$ cat config.mk
export PLATFORM = sky130hd
export DESIGN_NAME = spi_cmd_seq
export DESIGN_NICKNAME = d
export VERILOG_FILES = /design/src/rtl/spi_cmd_seq.sv
export SDC_FILE = /design/constraint.sdc
export NUM_CORES = 1
export LEC_CHECK = 0
export ABC_AREA = 1
export CAP_MARGIN = 40
export CORE_MARGIN = 10
export CORE_UTILIZATION = 53
export DETAILED_ROUTE_END_ITERATION = 12
export PLACE_DENSITY = 0.88
export SYNTH_ARGS = -nofsm -noshare
export SYNTH_HDL_FRONTEND = slang
export SYNTH_SLANG_ARGS = --single-unit
$ cat constraint.sdc
create_clock -name clk_in -period 3.6 [get_ports clk_in]
set_input_delay 0.54 -clock clk_in [delete_from_list [all_inputs] [get_ports clk_in]]
set_output_delay 0.54 -clock clk_in [all_outputs]
set_load 0.02 [all_outputs]
$ cat src/rtl/spi_cmd_seq.sv
// spi_cmd_seq: sequences one opcode/address/data command into single-byte SPI engine requests
// Ports: clk_in, reset (async, active-high); cmd_* command handshake (cmd_ready high only in IDLE);
//   wr_data/wr_valid/wr_ready write-byte stream in; rd_data/rd_valid/rd_ready read-byte stream out;
//   done/err 1-cycle completion pulses, busy from accept to done;
//   spi_read/spi_write/spi_din requests to the byte engine, spi_dout/spi_busy back from it.
// Optional: define SPI_CMD_DUMMY_EN to send DUMMY_BYTES 0x00 writes after the address phase.
module spi_cmd_seq #(
  parameter int ADDR_BYTES  = 3,
  parameter int LEN_W       = 8,
  parameter int DUMMY_BYTES = 1,
  parameter int TIMEOUT     = 64
) (
  input  logic                    clk_in,
  input  logic                    reset,
  input  logic                    cmd_valid,
  output logic                    cmd_ready,
  input  logic [7:0]              cmd_opcode,
  input  logic [ADDR_BYTES*8-1:0] cmd_addr,
  input  logic                    cmd_has_addr,
  input  logic                    cmd_rnw,
  input  logic [LEN_W-1:0]        cmd_len,
  input  logic [7:0]              wr_data,
  input  logic                    wr_valid,
  output logic                    wr_ready,
  output logic [7:0]              rd_data,
  output logic                    rd_valid,
  input  logic                    rd_ready,
  output logic                    done,
  output logic                    err,
  output logic                    busy,
  output logic                    spi_read,
  output logic                    spi_write,
  output logic [7:0]              spi_din,
  input  logic [7:0]              spi_dout,
  input  logic                    spi_busy
);
  localparam int AW    = ADDR_BYTES * 8;
  localparam int IDX_W = $clog2((ADDR_BYTES > DUMMY_BYTES ? ADDR_BYTES : DUMMY_BYTES) + 1);
  localparam int TMO_W = $clog2(TIMEOUT + 1);
  typedef enum logic [2:0] {
    IDLE, OPC, ADDR,
`ifdef SPI_CMD_DUMMY_EN
    DUMMY,
`endif
    DATA, FIN
  } phase_t;
  typedef enum logic [1:0] {REQ, WAIT_HI, WAIT_LO} sub_t;
  phase_t            phase_q, phase_d, after_hdr;
  sub_t              sub_q, sub_d;
  logic [7:0]        opc_q, opc_d, rd_data_q, rd_data_d;
  logic [AW-1:0]     addr_q, addr_d;
  logic              has_addr_q, has_addr_d, rnw_q, rnw_d, err_q, err_d, rd_valid_q, rd_valid_d;
  logic [LEN_W-1:0]  len_q, len_d;
  logic [IDX_W-1:0]  idx_q, idx_d;
  logic [TMO_W-1:0]  tmo_q, tmo_d;
  logic              byte_ph, data_ph, can_req, byte_end, capture;
  always_ff @(posedge clk_in or posedge reset)
    if (reset) begin
      phase_q    <= IDLE;
      sub_q      <= REQ;
      opc_q      <= '0;
      addr_q     <= '0;
      has_addr_q <= 1'b0;
      rnw_q      <= 1'b0;
      len_q      <= '0;
      idx_q      <= '0;
      tmo_q      <= '0;
      err_q      <= 1'b0;
      rd_valid_q <= 1'b0;
      rd_data_q  <= '0;
    end else begin
      phase_q    <= phase_d;
      sub_q      <= sub_d;
      opc_q      <= opc_d;
      addr_q     <= addr_d;
      has_addr_q <= has_addr_d;
      rnw_q      <= rnw_d;
      len_q      <= len_d;
      idx_q      <= idx_d;
      tmo_q      <= tmo_d;
      err_q      <= err_d;
      rd_valid_q <= rd_valid_d;
      rd_data_q  <= rd_data_d;
    end
  always_comb begin
    phase_d    = phase_q;
    sub_d      = sub_q;
    opc_d      = opc_q;
    addr_d     = addr_q;
    has_addr_d = has_addr_q;
    rnw_d      = rnw_q;
    len_d      = len_q;
    idx_d      = idx_q;
    tmo_d      = tmo_q;
    err_d      = err_q;
    byte_end   = byte_ph && sub_q == WAIT_LO && !spi_busy;
    capture    = byte_end && data_ph && rnw_q;
    after_hdr  = len_q != '0 ? DATA : FIN;
    // a fresh capture overrides a same-cycle consumer accept
    rd_valid_d = capture ? 1'b1 : rd_ready ? 1'b0 : rd_valid_q;
    rd_data_d  = capture ? spi_dout : rd_data_q;
    if (phase_q == IDLE && cmd_valid) begin
      phase_d    = OPC;
      sub_d      = REQ;
      opc_d      = cmd_opcode;
      addr_d     = cmd_addr;
      has_addr_d = cmd_has_addr;
      rnw_d      = cmd_rnw;
      len_d      = cmd_len;
      idx_d      = '0;
      err_d      = 1'b0;
    end
    if (phase_q == FIN && done)
      phase_d = IDLE;
    if (byte_ph && sub_q == REQ && (spi_read || spi_write)) begin
      sub_d = WAIT_HI;
      tmo_d = '0;
    end
    if (byte_ph && sub_q == WAIT_HI) begin
      if (spi_busy)
        sub_d = WAIT_LO;
      else if (tmo_q == TMO_W'(TIMEOUT - 1)) begin
        phase_d = FIN;
        sub_d   = REQ;
        err_d   = 1'b1;
      end else
        tmo_d = tmo_q + TMO_W'(1);
    end
    if (byte_end) begin
      sub_d = REQ;
      if (phase_q == OPC) begin
        phase_d = has_addr_q ? ADDR : after_hdr;
        idx_d   = '0;
      end
      if (phase_q == ADDR) begin
        addr_d = addr_q << 8;
        idx_d  = idx_q + IDX_W'(1);
        if (idx_q == IDX_W'(ADDR_BYTES - 1)) begin
          idx_d = '0;
`ifdef SPI_CMD_DUMMY_EN
          phase_d = DUMMY;
`else
          phase_d = after_hdr;
`endif
        end
      end
`ifdef SPI_CMD_DUMMY_EN
      if (phase_q == DUMMY) begin
        idx_d = idx_q + IDX_W'(1);
        if (idx_q == IDX_W'(DUMMY_BYTES - 1)) begin
          idx_d   = '0;
          phase_d = after_hdr;
        end
      end
`endif
      if (data_ph) begin
        len_d = len_q - LEN_W'(1);
        if (len_q == LEN_W'(1))
          phase_d = FIN;
      end
    end
  end
  always_comb begin
    byte_ph   = phase_q != IDLE && phase_q != FIN;
    data_ph   = phase_q == DATA;
    can_req   = byte_ph && sub_q == REQ && !spi_busy;
    // a held, unaccepted read byte blocks the next read request
    spi_read  = can_req && data_ph && rnw_q && (!rd_valid_q || rd_ready);
    spi_write = can_req && !(data_ph && (rnw_q || !wr_valid));
    wr_ready  = spi_write && data_ph;
    spi_din   = !spi_write ? 8'h00 : phase_q == OPC ? opc_q : phase_q == ADDR ? addr_q[AW-1 -: 8] : data_ph ? wr_data : 8'h00;
    done      = phase_q == FIN && !spi_busy && !rd_valid_q;
    err       = done && err_q;
    busy      = phase_q != IDLE;
    cmd_ready = phase_q == IDLE;
    rd_valid  = rd_valid_q;
    rd_data   = rd_data_q;
  end
endmodule
==> results.json <==
{
  "status": "finished clean",
  "power_per_cell_area_nw_per_um2": 659,
  "worstSetupEndpointType": "output port",
  "num-fill-cells": 530,
  "syn_nets": 530,
  "worstSetupPathType": "primary input to output port",
  "crit_path_start_kind": "primary input",
  "port-buffer-count": 87,
  "combPwrFrac_pct": 41.6,
  "pin_count_of_the_biggest_net_entering_global_routing": 41,
  "timing.critical_path.required_ps": 3060,
  "yosys-top-cells-count": "sky130_fd_sc_hd__nand2_1, sky130_fd_sc_hd__inv_1, sky130_fd_sc_hd__dfrtp_1",
  "critPathBufInv": 6,
  "tritoncts": "yes",
  "syn-cell-area_um2": 3540,
  "vias": 3285,
  "die_area_um2": 10400,
  "drt_drc_violations_left": 0,
  "synth_enable_flop_cells": 0,
  "worstSkewPairLatency_ps": 350,
  "syn_inst": 463,
  "area_delta_synth_final_pct": 31.0,
  "design_power_total_w": 0.00306,
  "number_of_placed_i_o_pins": 88,
  "synth_cell_type_count": 30,
  "report.final.setup_viol": 0,
  "postCtsSetupBuffers": 0,
  "synthFlopType": "sky130_fd_sc_hd__dfrtp_1",
  "count_of_tritonroute_iterations_in_the_first_routing_pass": 5,
  "layout-drive-gt1-share_pct": 8.27,
  "hold_class": "flop to flop",
  "finalNetCount": 618,
  "detail-route-antenna-nets": 0,
  "report.final.hold_viol_count": 0,
  "cellInternalPower_w": 0.00181,
  "clock_power_share_pct": 18.8,
  "synthesis_warnings": 0,
  "antenna_cells_inserted": 0,
  "wl_per_cell_um": 14.6,
  "gr_overflow_total": 0,
  "row_count": 29,
  "synth.largest_area_cell": "sky130_fd_sc_hd__dfrtp_1",
  "rsz0062_at_grt": "no",
  "cts.reportedPaths.clkPinSlew_ps": 70,
  "worst_path_max_delay_cell": "sky130_fd_sc_hd__clkdlybuf4s50_1",
  "clkSinkCount": 66,
  "gp_congestion": 0.877,
  "ys_seq_area_share_pct": 46.6,
  "grt_pass1_vias": 3213,
  "initial_standard_cell_utilization_of_the_core_pct": 55.1,
  "clock_tree.htree_level_count": 3,
  "power.static_leakage_nw": 2.29,
  "synth_top_cells_by_area": "sky130_fd_sc_hd__dfrtp_1, sky130_fd_sc_hd__nand2_1, sky130_fd_sc_hd__inv_1",
  "holdBufCountCts": 0,
  "max-cap-violations": 0,
  "groute.usage.overall_pct": 18.4,
  "worst-path-max-fanout": 9,
  "worst_slew_margin_relative_to_its_limit_pct": 62.6,
  "drv_slew": 0,
  "multi_input_area_um2": 1530,
  "synthesis.area_per_instance_um2": 7.65,
  "dp.final_hpwl_um": 6950,
  "worst_slew_pin_slew_ps": 560,
  "post_cts.resized_instances": 0,
  "crit_path_max_incr_delay_ps": 600,
  "synth_top_cell_area_share_pct": 46.6,
  "sw_frac_of_total_pct": 40.7,
  "area.sequential_um2": 1650,
  "synth.most_common_cell": "sky130_fd_sc_hd__nand2_1",
  "clock_buffers_created_by_tritoncts": 9,
  "die_w_um": 102,
  "min_period_over_period_pct": 83.5,
  "maxClockFrequency_ghz": 0.333,
  "dr_iter_0_viols": 191,
  "clock_tree.root_cell": "sky130_fd_sc_hd__clkbuf_8",
  "clock_skew_ps": 7.94,
  "dieHeight_um": 102,
  "sequentialPowerShare_pct": 39.6,
  "ctsLongestPathBuffers": 2,
  "vdd_ir_drop_max_mv": 0.384,
  "core-area_um2": 6420,
  "route.detailed.vias_per_inst": 5.19,
  "worstPathCellList": "clkdlybuf4s50_1 > inv_2 > nand4_1 > inv_1 > nand2_1 > inv_2 > o211ai_1 > inv_1 > clkdlybuf4s50_1",
  "critical_path_arrival_ps": 2470,
  "ys_seq_elements": 66,
  "critPathTopFamily": "buffers and inverters",
  "period_needed_ps": 3010,
  "psw_w": 0.00124,
  "final.setup.tns_ps": 0,
  "grt_antenna_before_repair": 0,
  "grt_first_pass_wirelength_um": 15300,
  "async_flop_share_pct": 100,
  "drt-total-wl_um": 9240
}
==> path summary, 6_finish.rpt <==
check	startpoint	to	slack, ps	cells past startpoint
max	spi_busy	spi_din[3]	590	9
min	rd_data[1]	rd_data[1]	480	2
max reg2reg	phase_q[0]	addr_q[11]	1620	7
min reg2reg	rd_data[1]	rd_data[1]	480	2
max in group asynchronous	reset	phase_q[1]	2370	3
min in group asynchronous	reset	rd_data[6]	520	2
==> layer usage <==
metal | track usage [%] | vias to the layer above | routed length (um)
met3 | 3.47 | 12 | 474
met1 | 22.6 | 1536 | 3900
met4 | 7.59 | 0 | 145
li1 | - | 1661 | -
met2 | 30.9 | 76 | 4710
met5 | 0 | - | 0
==> placed cells by master, fill, tap and decap left out, drive strengths merged, types with 2 or more instances in the layout <==
cell type      instances
a21oi                 11
nor3                   2
clkinvlp               2
inv                   75
nand3                 21
dfrtp                 66
clkinv                 4
nand2                144
clkbuf                10
o21ai                 48
clkdlybuf4s50         87
buf                    4
nor2                  36
o211ai                28
ha                     3
nand4                  8
==> kinds of logic after synthesis <==
family,synth area share [%]
DFF,46.6
AOI/OAI and AO/OA,14.6
adders and majority gates,1.06
xor gates and xnor gates,0.495
and+or+nand+nor,26.9
buffers and inverters,10.2
==> worst reg2reg max path: stages (launching register included) <==
cell and delay [ps]:
sky130_fd_sc_hd__dfrtp_1 440, sky130_fd_sc_hd__inv_2 140, sky130_fd_sc_hd__nand2_2 120, sky130_fd_sc_hd__nor2_4 170, sky130_fd_sc_hd__nand2_2 300, sky130_fd_sc_hd__buf_4 340, sky130_fd_sc_hd__o211ai_1 200, sky130_fd_sc_hd__o21ai_0 120
==> cell type report <==
type | count | share of cell area [%]
multi-input combinational | 308 | 32.9
clock inverter | 6 | 0.917
sequential | 66 | 35.6
timing repair buffer | 91 | 19.4
tap | 77 | 2.08
inverter | 75 | 6.12
clock buffer | 10 | 2.97
==> sequential cells by signal, indices dropped and copies added (netlist names), 2 cells and up <==
name / flops
tmo_q: 7
opc_q: 8
rd_data: 8
idx_q: 2
sub_q: 2
phase_q: 3
len_q: 8
addr_q: 24
==> metrics by stage <==
| step | cells | instance area (um^2) | util, % | setup slack, ps | hold slack (ps) |
|---|---|---|---|---|---|
| after floorplan | 463 | 3540 | - | 1410 | 446 |
| after global placement | 617 | 4460 | 69.4 | 656 | 454 |
| after detailed placement | 617 | 4460 | 69.4 | 587 | 462 |
| after CTS | 633 | 4640 | 72.2 | 577 | 481 |
| after global routing | 633 | 4640 | 72.2 | 458 | 498 |
| final | 633 | 4640 | 72.2 | 594 | 478 |
==> power by group through the flow <==
| stage | Combinational [W] | Clock [W] | Sequential, W |
|---|---|---|---|
| after CTS | 0.00128 | 0.000578 | 0.00121 |
| after global placement | 0.00122 | 0 | 0.00120 |
| final | 0.00127 | 0.000573 | 0.00121 |
| after floorplan | 0.000865 | 0 | 0.00122 |
| after detailed placement | 0.00127 | 0 | 0.00122 |
| after global routing | 0.00145 | 0.000604 | 0.00125 |
Power figures use the tool's default switching activity.
